`src/rtl/uart_pkg.sv`:
```
`default_nettype none
// ============================================================================
// Module  : uart_pkg
// Brief   : Shared types, oversampling constants and helpers for uart_rx_cfg.
// Rev     : 1.0  initial release
// ============================================================================
package uart_pkg;

    typedef enum logic [1:0] {
        PAR_NONE = 2'd0,
        PAR_EVEN = 2'd1,
        PAR_ODD  = 2'd2
    } parity_t;

    typedef enum logic [2:0] {
        IDLE       = 3'd0,
        START      = 3'd1,
        DATA       = 3'd2,
        PARITY     = 3'd3,
        STOP       = 3'd4,
        BREAK_WAIT = 3'd5
    } rx_state_t;

    localparam int OVERSAMPLE = 16;
    localparam int OS_W       = $clog2(OVERSAMPLE);

    localparam logic [OS_W-1:0] SAMPLE_LO  = OS_W'(7);
    localparam logic [OS_W-1:0] SAMPLE_MID = OS_W'(8);
    localparam logic [OS_W-1:0] SAMPLE_HI  = OS_W'(9);
    localparam logic [OS_W-1:0] OS_LAST    = OS_W'(OVERSAMPLE - 1);

    // Mode 2'b11 is reserved and behaves as no parity.
    function automatic parity_t decode_parity(input logic [1:0] mode);
        case (mode)
            2'b01:   return PAR_EVEN;
            2'b10:   return PAR_ODD;
            default: return PAR_NONE;
        endcase
    endfunction

    function automatic logic maj3(input logic a, input logic b, input logic c);
        return (a & b) | (a & c) | (b & c);
    endfunction

endpackage
`default_nettype wire

```
`src/rtl/uart_rx_fifo.sv`:
```
`default_nettype none
// ============================================================================
// Module  : uart_rx_fifo
// Brief   : Synchronous first-word-fall-through FIFO; push/pop together is
//           honoured even when full.
// Rev     : 1.0  initial release
// ============================================================================
module uart_rx_fifo #(
    parameter int WIDTH = 10,
    parameter int DEPTH = 8
) (
    input  logic             i_clk,
    input  logic             i_rst_n,
    input  logic             i_push,
    input  logic [WIDTH-1:0] i_push_data,
    input  logic             i_pop,
    output logic [WIDTH-1:0] o_data,
    output logic             o_full,
    output logic             o_empty
);

    localparam int AW = $clog2(DEPTH);
    localparam int CW = AW + 1;

    logic [WIDTH-1:0] r_mem [DEPTH];
    logic [AW-1:0]    r_wr_ptr;
    logic [AW-1:0]    r_rd_ptr;
    logic [CW-1:0]    r_count;
    logic             w_do_push;
    logic             w_do_pop;

    assign o_empty   = (r_count == '0);
    assign o_full    = (r_count == CW'(DEPTH));
    assign w_do_pop  = i_pop && !o_empty;
    assign w_do_push = i_push && (!o_full || w_do_pop);
    assign o_data    = r_mem[r_rd_ptr];

    always_ff @(posedge i_clk) begin
        if (w_do_push) begin
            r_mem[r_wr_ptr] <= i_push_data;
        end
    end

    always_ff @(posedge i_clk or negedge i_rst_n) begin
        if (!i_rst_n) begin
            r_wr_ptr <= '0;
            r_rd_ptr <= '0;
            r_count  <= '0;
        end else begin
            if (w_do_push) r_wr_ptr <= r_wr_ptr + AW'(1);
            if (w_do_pop)  r_rd_ptr <= r_rd_ptr + AW'(1);
            case ({w_do_push, w_do_pop})
                2'b10:   r_count <= r_count + CW'(1);
                2'b01:   r_count <= r_count - CW'(1);
                default: r_count <= r_count;
            endcase
        end
    end

endmodule
`default_nettype wire

```
`src/rtl/uart_rx_cfg.sv`:
```
`default_nettype none
// ============================================================================
// Module  : uart_rx_cfg
// Brief   : Configurable 16x-oversampled UART receiver with parity, 1/2 stop
//           bits, error/break reporting and a valid/ready receive FIFO.
// Rev     : 1.0  initial release
// ============================================================================
module uart_rx_cfg
    import uart_pkg::*;
#(
    parameter int DATA_BITS  = 8,
    parameter int FIFO_DEPTH = 8,
    parameter int DIV_W      = 16
) (
    input  logic                 i_clk,
    input  logic                 i_rst_n,
    input  logic                 i_rx_serial,
    input  logic [DIV_W-1:0]     i_baud_div,
    input  logic [1:0]           i_parity_mode,
    input  logic                 i_stop2,
    input  logic                 i_clr_err,
    input  logic                 i_rx_ready,
    output logic                 o_rx_valid,
    output logic [DATA_BITS-1:0] o_rx_data,
    output logic                 o_parity_err,
    output logic                 o_frame_err,
    output logic                 o_overrun,
    output logic                 o_break,
    output logic                 o_busy
);

    localparam int FW = DATA_BITS + 2;
    localparam int BW = $clog2(DATA_BITS);
    localparam logic [BW-1:0] c_last_bit = BW'(DATA_BITS - 1);

    logic                 r_sync1, r_sync2;
    rx_state_t            r_state;
    parity_t              r_par;
    logic                 r_stop2;
    logic [DIV_W-1:0]     r_div;
    logic [DIV_W-1:0]     r_tick_cnt;
    logic [OS_W-1:0]      r_os_cnt;
    logic                 r_s_lo, r_s_mid;
    logic [BW-1:0]        r_bit_idx;
    logic [DATA_BITS-1:0] r_shift;
    logic                 r_par_bit, r_perr, r_ferr, r_stop_idx;
    logic                 r_push, r_break, r_overrun;
    logic [FW-1:0]        r_push_data;

    logic             w_active, w_tick, w_sample, w_os_end, w_maj, w_is_break;
    logic [DIV_W-1:0] w_start_reload, w_reload;
    logic [FW-1:0]    w_head;
    logic             w_full, w_empty, w_pop;

    assign w_active       = r_state inside {START, DATA, PARITY, STOP};
    assign w_tick         = w_active && (r_tick_cnt == '0);
    assign w_sample       = w_tick && (r_os_cnt == SAMPLE_HI);
    assign w_os_end       = w_tick && (r_os_cnt == OS_LAST);
    assign w_maj          = maj3(r_s_lo, r_s_mid, r_sync2);
    assign w_start_reload = (i_baud_div == '0) ? '0 : i_baud_div - DIV_W'(1);
    assign w_reload       = (r_div == '0) ? '0 : r_div - DIV_W'(1);
    assign w_is_break     = (r_shift == '0) && !w_maj && ((r_par == PAR_NONE) || !r_par_bit);

    always_ff @(posedge i_clk or negedge i_rst_n) begin
        if (!i_rst_n) begin
            r_sync1 <= 1'b1;
            r_sync2 <= 1'b1;
        end else begin
            r_sync1 <= i_rx_serial;
            r_sync2 <= r_sync1;
        end
    end

    always_ff @(posedge i_clk or negedge i_rst_n) begin
        if (!i_rst_n) begin
            r_state     <= IDLE;
            r_par       <= PAR_NONE;
            r_stop2     <= 1'b0;
            r_div       <= '0;
            r_tick_cnt  <= '0;
            r_os_cnt    <= '0;
            r_s_lo      <= 1'b1;
            r_s_mid     <= 1'b1;
            r_bit_idx   <= '0;
            r_shift     <= '0;
            r_par_bit   <= 1'b0;
            r_perr      <= 1'b0;
            r_ferr      <= 1'b0;
            r_stop_idx  <= 1'b0;
            r_push      <= 1'b0;
            r_push_data <= '0;
            r_break     <= 1'b0;
        end else begin
            r_push  <= 1'b0;
            r_break <= 1'b0;
            if (w_active) begin
                r_tick_cnt <= (r_tick_cnt == '0) ? w_reload : r_tick_cnt - DIV_W'(1);
            end
            if (w_tick) begin
                r_os_cnt <= w_os_end ? '0 : r_os_cnt + OS_W'(1);
                if (r_os_cnt == SAMPLE_LO)  r_s_lo  <= r_sync2;
                if (r_os_cnt == SAMPLE_MID) r_s_mid <= r_sync2;
            end
            case (r_state)
                IDLE: begin
                    // Config is frozen here so mid-frame changes cannot corrupt the frame.
                    if (!r_sync2) begin
                        r_state    <= START;
                        r_div      <= i_baud_div;
                        r_par      <= decode_parity(i_parity_mode);
                        r_stop2    <= i_stop2;
                        r_tick_cnt <= w_start_reload;
                        r_os_cnt   <= '0;
                        r_bit_idx  <= '0;
                        r_par_bit  <= 1'b0;
                        r_perr     <= 1'b0;
                        r_ferr     <= 1'b0;
                        r_stop_idx <= 1'b0;
                    end
                end
                START: begin
                    if (w_sample && w_maj) begin
                        r_state <= IDLE;
                    end else if (w_os_end) begin
                        r_state <= DATA;
                    end
                end
                DATA: begin
                    if (w_sample) begin
                        r_shift <= {w_maj, r_shift[DATA_BITS-1:1]};
                    end
                    if (w_os_end) begin
                        if (r_bit_idx == c_last_bit) begin
                            r_state <= (r_par == PAR_NONE) ? STOP : PARITY;
                        end else begin
                            r_bit_idx <= r_bit_idx + BW'(1);
                        end
                    end
                end
                PARITY: begin
                    if (w_sample) begin
                        r_par_bit <= w_maj;
                        r_perr    <= w_maj != ((^r_shift) ^ (r_par == PAR_ODD));
                    end
                    if (w_os_end) r_state <= STOP;
                end
                STOP: begin
                    // Push on the final stop sample so the next start edge is never missed.
                    if (w_sample) begin
                        if (!r_stop_idx && w_is_break) begin
                            r_break <= 1'b1;
                            r_state <= BREAK_WAIT;
                        end else if (r_stop_idx || !r_stop2) begin
                            r_push      <= 1'b1;
                            r_push_data <= {r_ferr | ~w_maj, r_perr, r_shift};
                            r_state     <= IDLE;
                        end else begin
                            r_ferr <= ~w_maj;
                        end
                    end else if (w_os_end) begin
                        r_stop_idx <= 1'b1;
                    end
                end
                BREAK_WAIT: begin
                    if (r_sync2) r_state <= IDLE;
                end
                default: r_state <= IDLE;
            endcase
        end
    end

    assign w_pop = !w_empty && i_rx_ready;

    always_ff @(posedge i_clk or negedge i_rst_n) begin
        if (!i_rst_n) begin
            r_overrun <= 1'b0;
        end else if (r_push && w_full && !w_pop) begin
            r_overrun <= 1'b1;
        end else if (i_clr_err) begin
            r_overrun <= 1'b0;
        end
    end

    uart_rx_fifo #(
        .WIDTH (FW),
        .DEPTH (FIFO_DEPTH)
    ) u_fifo (
        .i_clk       (i_clk),
        .i_rst_n     (i_rst_n),
        .i_push      (r_push),
        .i_push_data (r_push_data),
        .i_pop       (w_pop),
        .o_data      (w_head),
        .o_full      (w_full),
        .o_empty     (w_empty)
    );

    assign o_rx_valid   = !w_empty;
    assign o_rx_data    = w_empty ? '0 : w_head[DATA_BITS-1:0];
    assign o_parity_err = !w_empty && w_head[DATA_BITS];
    assign o_frame_err  = !w_empty && w_head[DATA_BITS+1];
    assign o_overrun    = r_overrun;
    assign o_break      = r_break;
    assign o_busy       = (r_state != IDLE);

endmodule
`default_nettype wire
```
`config.mk`:
```
export PLATFORM = sky130hd
export DESIGN_NAME = uart_rx_cfg
export DESIGN_NICKNAME = d
export VERILOG_FILES = /design/src/rtl/uart_pkg.sv /design/src/rtl/uart_rx_fifo.sv /design/src/rtl/uart_rx_cfg.sv
export SDC_FILE = /design/constraint.sdc
export NUM_CORES = 1
export LEC_CHECK = 0
export CAP_MARGIN = 5
export CORE_UTILIZATION = 61
export DETAILED_ROUTE_END_ITERATION = 8
export PLACE_DENSITY_LB_ADDON = 0.25
export SLEW_MARGIN = 20
export SYNTH_ARGS = -nofsm -noshare
export SYNTH_HDL_FRONTEND = slang
export SYNTH_SLANG_ARGS = --single-unit
export TNS_END_PERCENT = 30
```
`constraint.sdc`:
```
create_clock -name i_clk -period 3.4 [get_ports i_clk]
set_input_delay 0.68 -clock i_clk [delete_from_list [all_inputs] [get_ports i_clk]]
set_output_delay 0.68 -clock i_clk [all_outputs]
set_load 0.02 [all_outputs]
```
# --- Word level (Yosys, flattened, before mapping) ---
# Memories as Yosys holds them, arrays and structs flattened.
# Cells that the tools add are included.
word_totals:
  ram_bits: 80
  output_inout_bits: 14
  wordCells: 175
  regBits: 84
  input_bits: 24
  n_memories: 1
memory_table:
  columns: ["memory", "depth", "width", "read_ports", "rd_clocked_by_memory_dff", "write_ports", "line_no", "text"]
  rows:
  - ["u_fifo.r_mem", 8, 10, 1, 0, 1, "uart_rx_fifo.sv:25", "logic [WIDTH-1:0] r_mem [DEPTH];"]
classes:
  addsub: 9
  muxes: 52
  n_eq_ne: 31
  bitwise: 10
  reduce_logical: 49
ops:
  columns: ["operator", "count"]
  rows:
  - ["$mux 16", 6]
  - ["$logic_not 16->1", 3]
  - ["$sub 16x1->16 const B", 3]
  - ["$mux 3", 14]
  - ["$ne 2x2->1 const B", 11]
  - ["$mux 1", 19]
  - ["$pmux 3 s6", 1]
  - ["$eq 4x4->1 const B", 4]
  - ["$mux 4", 4]
  - ["$logic_and 1x1->1", 14]
  - ["$reduce_and 4->1", 3]
  - ["$reduce_bool 2->1", 5]
  - ["$add 3x1->3 const B", 3]
  - ["$eq 3x3->1 const B", 3]
  - ["$add 4x1->4 const B", 2]
  - ["$logic_not 8->1", 1]
  - ["$mux 8", 1]
  - ["$pmux 1 s2", 4]
  - ["$pmux 4 s2", 1]
  - ["$reduce_and 2->1", 4]
  - ["$reduce_and 8->1", 1]
  - ["$reduce_xor 8->1", 1]
  - ["$logic_not 1->1", 7]
  - ["$eq 2x2->1 const B", 3]
  - ["23 further kinds", 33]

# --- Logic depth before layout (Yosys ltp) ---
# Gate-level depths: netlist of the first run.
depth:
  word_depth: 10
  mapped_depth: 11
  ltp_nobuf: 11

# --- Hierarchy ---
# Synthesis of the first run repeated with hierarchy kept, for this count alone.
hier_totals:
  hier_cells: 686
  area_unflattened_um2: 8134.1
modules_own_cells:
  columns: ["module", "instances", "seq_area_each_um2", "cells_each", "area_each_um2"]
  rows:
  - ["uart_rx_cfg", 1, 1856.8, 505, 4465.5]
  - ["uart_rx_fifo", 1, 2652.5, 181, 3668.5]

# --- Worst setup path before layout of the first run ---
# OpenSTA, ideal clock, no wires.
synth_path:
  kind: "flip-flop to flip-flop"
  startpoint: "reg r_tick_cnt[7]"
  endpoint: "reg r_push_data[1]"
  period_less_slack_ps: 2584
  setup_slack_ps: 816
  n_path_buf: 2
  setup_ps: 125
  required_ps: 3275
  arrival_time_ps: 2458
  stages_incl_launch_ff: 8
  cell_sequence: "dfrtp_1 > or4_4 > or3_1 > buf_2 > or3_4 > nor3_4 > buf_6 > mux2_4"
synth_between:
  elab_chain_len: 4
synth_lines:
  columns: ["item", "line_no", "text"]
  rows:
  - ["from (decl)", "uart_rx_cfg.sv:41", "logic [DIV_W-1:0] r_tick_cnt;"]
  - ["from (signal assigned)", "uart_rx_cfg.sv:97", "r_tick_cnt <= (r_tick_cnt == '0) ? w_reload : r_tick_cnt - DIV_W'(1);"]
  - ["from (signal assigned)", "uart_rx_cfg.sv:112", "r_tick_cnt <= w_start_reload;"]
  - ["$logic_not 16->1", "uart_rx_cfg.sv:56", "assign w_tick = w_active && (r_tick_cnt == '0);"]
  - ["$logic_and 1x1->1", "uart_rx_cfg.sv:56", null]
  - ["$logic_and 1x1->1", "uart_rx_cfg.sv:57", "assign w_sample = w_tick && (r_os_cnt == SAMPLE_HI);"]
  - ["$reduce_and 4->1 (no source line)", null, null]
  - ["to (signal assigned)", "uart_rx_cfg.sv:155", "r_push_data <= {r_ferr | ~w_maj, r_perr, r_shift};"]
  - ["to (decl)", "uart_rx_cfg.sv:48", "logic [FW-1:0] r_push_data;"]
# Every way passes these cells.
# A chain may end at the register's enable or synchronous reset.

# --- Worst setup path in the final report of the first run ---
layout_path:
  startpoint: "reg u_fifo.r_rd_ptr[0]"
  endpoint: "out o_frame_err"
layout_between:
  elab_chain_len: 2
layout_lines:
  columns: ["item", "line_no", "text"]
  rows:
  - ["from (decl)", "uart_rx_fifo.sv:27", "logic [AW-1:0] r_rd_ptr;"]
  - ["from (signal assigned)", "uart_rx_fifo.sv:51", "if (w_do_pop) r_rd_ptr <= r_rd_ptr + AW'(1);"]
  - ["$mem_v2 8x10", null, null]
  - ["$logic_and 1x1->1", "uart_rx_cfg.sv:201", "assign o_frame_err = !w_empty && w_head[DATA_BITS+1];"]
  - ["to (decl)", "uart_rx_cfg.sv:26", "output logic o_frame_err,"]
# Every way passes these cells.

==> results.py, run 1 <==
metrics = {
    "run_status": {
        "run_status": "completed",
    },
    "floorplanning": {
        "die-area_um2": 13700,
        "initial_core_util_pct": 63.1,
        "dieWidth_um": 117,
        "coreArea_um2": 12800,
        "core.rowCount": 41,
        "die_h_um": 117,
        "boundaryPins": 38,
    },
    "setup_path": {
        "worstReg2RegStart": "r_tick_cnt[7]",
        "worstSetupEndpointType": "output pin",
        "r2r_setup_slack_ns": 0.49,
        "critical-path-top-delay-family": "buffers and inverters",
        "critical-path-max-stage-delay_ns": 0.55,
        "crit_type": "reg2out",
        "setup.worst_path.start_class": "register",
        "crit_arrival_ns": 2.49,
        "required_time_reported_for_the_critical_path_endpoint_ns": 2.72,
        "critical_path.n_buffers_inverters": 2,
        "worst_r2r_path_cells": 5,
        "path_max_fanout": 22,
        "crit_path_top_delay_cell": "sky130_fd_sc_hd__mux4_2",
        "rr_endpoint": "r_push_data[0]",
        "critical_path.cell_chain": "buf_4, mux4_2, mux2i_1, nor2_1, clkdlybuf4s50_1",
    },
    "final_layout": {
        "finish.cell_count_without_fillers": 925,
        "fin_nets": 784,
        "drive_gt1_share_pct": 13.8,
        "layout-area-overhead-vs-synth_pct": 15.5,
        "final_common_cell": "sky130_fd_sc_hd__nand2_1",
        "antenna_cells": 0,
        "mostFrequentLayoutCells": "99 x sky130_fd_sc_hd__nand2_1, 80 x sky130_fd_sc_hd__dfrtp_1, 80 x sky130_fd_sc_hd__edfxtp_1",
    },
    "place": {
        "detailed_place_hpwl_um": 11700,
        "globalplace.congestion": 0.869,
        "buffer_ports.inserted": 37,
        "place_inst": 894,
    },
    "detailed_routing": {
        "drt_pass1_iterations": 5,
        "post-route-drc-count": 0,
        "postRouteAntennaNets": 0,
        "avgViaCountPerCell": 6.04,
        "routed_wire_length_per_instance_um": 18.2,
        "detail_route.wirelength_um": 16900,
        "detail_route.iter0.violations": 359,
        "route.vias.total": 5589,
    },
    "power": {
        "total_leakage_power_nw": 3.78,
        "clockPowerShare_pct": 37.7,
        "power_frac_seq_pct": 46.6,
        "power_report.internal_total_w": 0.00369,
        "total_switching_power_w": 0.00141,
        "combinationalPowerShare_pct": 15.7,
        "switching_share_pct": 27.7,
        "powerDensity_nw_per_um2": 548,
        "power.ir.vdd_worst_mv": 0.356,
    },
    "clock_tree": {
        "ctsRootBufferMaster": "sky130_fd_sc_hd__clkbuf_16",
        "clock_latency_ns": 0.43,
        "postCtsHoldBufs": 0,
        "cts_buffers": 17,
        "ctsResizeCount": 0,
        "clockBufferDepth": 2,
        "cts_tree": "done",
        "post_cts_repair_timing_setup_buffer_count": 0,
        "clkSinkCount": 164,
        "cts_htree_levels": 4,
        "reg_clk_slew_reported_paths_ns": 0.06,
    },
    "yosys": {
        "mappedNetlistNets": 733,
        "synth.area.top_cells": "sky130_fd_sc_hd__edfxtp_1 30%, sky130_fd_sc_hd__dfrtp_1 25%, sky130_fd_sc_hd__mux4_2 5.6%",
        "synth_cells": 690,
        "seq_area_frac_synth_pct": 56.0,
        "postSynth.topFlopCell": "sky130_fd_sc_hd__edfxtp_1",
        "count_of_flip_flops_with_a_built_in_enable_after_synthesis": 80,
        "synth_cell_type_count": 64,
        "netlist_area_um2": 8060,
        "synth.avg_cell_area_um2": 11.7,
        "postSynth.asyncResetShare_pct": 51.2,
        "postSynthRegisterBits": 164,
        "synth_warnings": 0,
        "post-synth-top-area-cell": "sky130_fd_sc_hd__edfxtp_1",
        "fraction_of_synthesized_cell_area_taken_by_the_top_area_cell_type_pct": 29.8,
    },
    "min_path": {
        "hold_path.startpoint": "r_sync1",
        "min_path_type": "reg2reg",
        "worst_hold_path.num_cells": 0,
        "hold_path_end": "r_sync2",
    },
    "timing": {
        "fin_worst_skew_ns": 0.00844,
        "timing.final.max_slew_violations": 0,
        "grt_setup_unrepaired": "no",
        "timing.final.hold_violations": 0,
        "setup-tns-final_ns": 0,
        "period_share_pct": 93.2,
        "slew-limit-headroom_pct": 40.9,
        "finalHoldWorstSlack_ns": 0.352,
        "timing_worst_slew_pin_value_ns": 0.886,
        "min_tclk_post_route_ns": 3.17,
        "setup_violations": 0,
        "max_freq_mhz": 316,
    },
    "global_routing": {
        "grt_max_degree": 69,
        "globalRouteOverflowTotal": 0,
        "grt_usage_pct": 26.8,
        "grt_antenna_before_repair": 0,
        "grt_first_pass_wirelength_um": 26900,
        "grt_pass1_vias": 5515,
    },
    "job": {
        "timing.max_cap.violations": 0,
    },
}
## power groups by stage
| stage | registers, W | clock network (W) | logic (W) |
|---|---|---|---|
| 2_1_floorplan | 0.00234 | 0 | 0.000630 |
| 3_3_place_gp | 0.00240 | 0 | 0.000778 |
| 3_5_place_dp | 0.00241 | 0 | 0.000810 |
| 4_1_cts | 0.00237 | 0.00195 | 0.000816 |
| 5_1_grt | 0.00240 | 0.00202 | 0.000887 |
| 6_report | 0.00238 | 0.00192 | 0.000802 |
## area by class of cell
type,instances,area (µm²)
tap,172,215
timing repair buffer,61,548
multi-input combinational,471,3340
inverter,26,97.6
clock buffer,17,425
fill,890,3470
sequential,164,4510
clock inverter,14,170
## flip-flops by register name (all words and copies together), names as in the netlist, 2 cells and up
signal,flops
r_tick_cnt,16
u_fifo.r_wr_ptr,3
r_os_cnt,4
u_fifo.r_count,4
r_state,3
r_par,2
u_fifo.r_mem,80
r_shift,8
r_div,16
r_bit_idx,3
u_fifo.r_rd_ptr,3
r_push_data,10
## metrics by stage
step	util [%]	instance area (µm²)	setup slack, ns	total power, W
2_1_floorplan	-	8060	0.816	0.00297
3_3_place_gp	68.2	8710	0.359	0.00318
3_5_place_dp	68.2	8710	0.364	0.00322
4_1_cts	72.8	9310	0.167	0.00514
5_1_grt	72.8	9310	0.0453	0.00530
6_report	72.8	9310	0.232	0.00510
## synthesized netlist by cell type (2+ instances only)
cell                        count
sky130_fd_sc_hd__o21ai_0       25
sky130_fd_sc_hd__mux2i_1       15
sky130_fd_sc_hd__clkbuf_1      20
sky130_fd_sc_hd__or4_1          6
sky130_fd_sc_hd__mux4_2        20
sky130_fd_sc_hd__o221ai_1       7
sky130_fd_sc_hd__a22oi_1        2
sky130_fd_sc_hd__nand2_1       99
sky130_fd_sc_hd__a211oi_1       3
sky130_fd_sc_hd__xnor2_1       27
sky130_fd_sc_hd__a2bb2oi_1      3
sky130_fd_sc_hd__dfstp_2        4
sky130_fd_sc_hd__mux2_4         8
sky130_fd_sc_hd__or3_4          2
sky130_fd_sc_hd__mux2_2         4
sky130_fd_sc_hd__edfxtp_1      80
sky130_fd_sc_hd__nor2b_1        6
sky130_fd_sc_hd__nor4_1        12
sky130_fd_sc_hd__inv_1         26
sky130_fd_sc_hd__nor4_2         2
sky130_fd_sc_hd__and2_1         4
sky130_fd_sc_hd__dfrtp_1       80
sky130_fd_sc_hd__nand4_1        6
sky130_fd_sc_hd__buf_2          5
sky130_fd_sc_hd__o21bai_1       2
sky130_fd_sc_hd__ha_1          18
sky130_fd_sc_hd__a31oi_1        3
sky130_fd_sc_hd__a21oi_1       16
sky130_fd_sc_hd__or3_1         11
sky130_fd_sc_hd__nor3_1        23
sky130_fd_sc_hd__o22ai_1        8
sky130_fd_sc_hd__xor2_1        15
sky130_fd_sc_hd__o21ai_1       12
sky130_fd_sc_hd__o211ai_1       6
sky130_fd_sc_hd__nand2b_1       5
sky130_fd_sc_hd__nor3b_1        2
sky130_fd_sc_hd__buf_1          3
sky130_fd_sc_hd__nand3b_1       4
sky130_fd_sc_hd__nand3_1       18
sky130_fd_sc_hd__nor2_1        51
sky130_fd_sc_hd__o21a_1         3
sky130_fd_sc_hd__a32o_1         2
## how the worst max path moves through the flow
stage	from	slack [ns]	depth (start not counted)	to
after detailed placement	i_baud_div[5]	0.36	8	r_tick_cnt[9]
final	u_fifo.r_rd_ptr[0]	0.23	5	o_frame_err
after CTS	u_fifo.r_rd_ptr[0]	0.17	5	o_frame_err
after global routing	u_fifo.r_rd_ptr[0]	0.05	5	o_frame_err
after floorplan	r_tick_cnt[7]	0.82	7	r_push_data[1]
after global placement	i_baud_div[5]	0.36	8	r_tick_cnt[9]
## cell families after synthesis
| family | count (synthesis) | share of synthesized area [%] |
|---|---|---|
| buffers and inverters | 55 | 2.73 |
| AOI/OAI and AO/OA | 102 | 8.04 |
| DFF | 164 | 56.0 |
| muxes | 48 | 9.64 |
| adders and majority gates | 20 | 3.17 |
| xor gates and xnor gates | 42 | 4.57 |
| and+or+nand+nor | 259 | 15.9 |
## routing by layer
layer / part of all wire (%) / up-vias / track usage [%] / routed length (µm)
met5: 0 / - / 0 / 0
met4: 3.8 / 0 / 14.6 / 648
met3: 4.4 / 55 / 5.20 / 745
met2: 54 / 192 / 48.9 / 9020
met1: 38 / 2720 / 29.6 / 6440
li1: - / 2622 / - / -
Power figures use the tool's default switching activity.
==> inputs of run 2 (changes only) <==
Settings changed: HOLD_SLACK_MARGIN from default to 0.08, SLEW_MARGIN 20 to default.
==> results of run 2 <==
No change in the layout: final DEF, timing and power equal those of run 1.
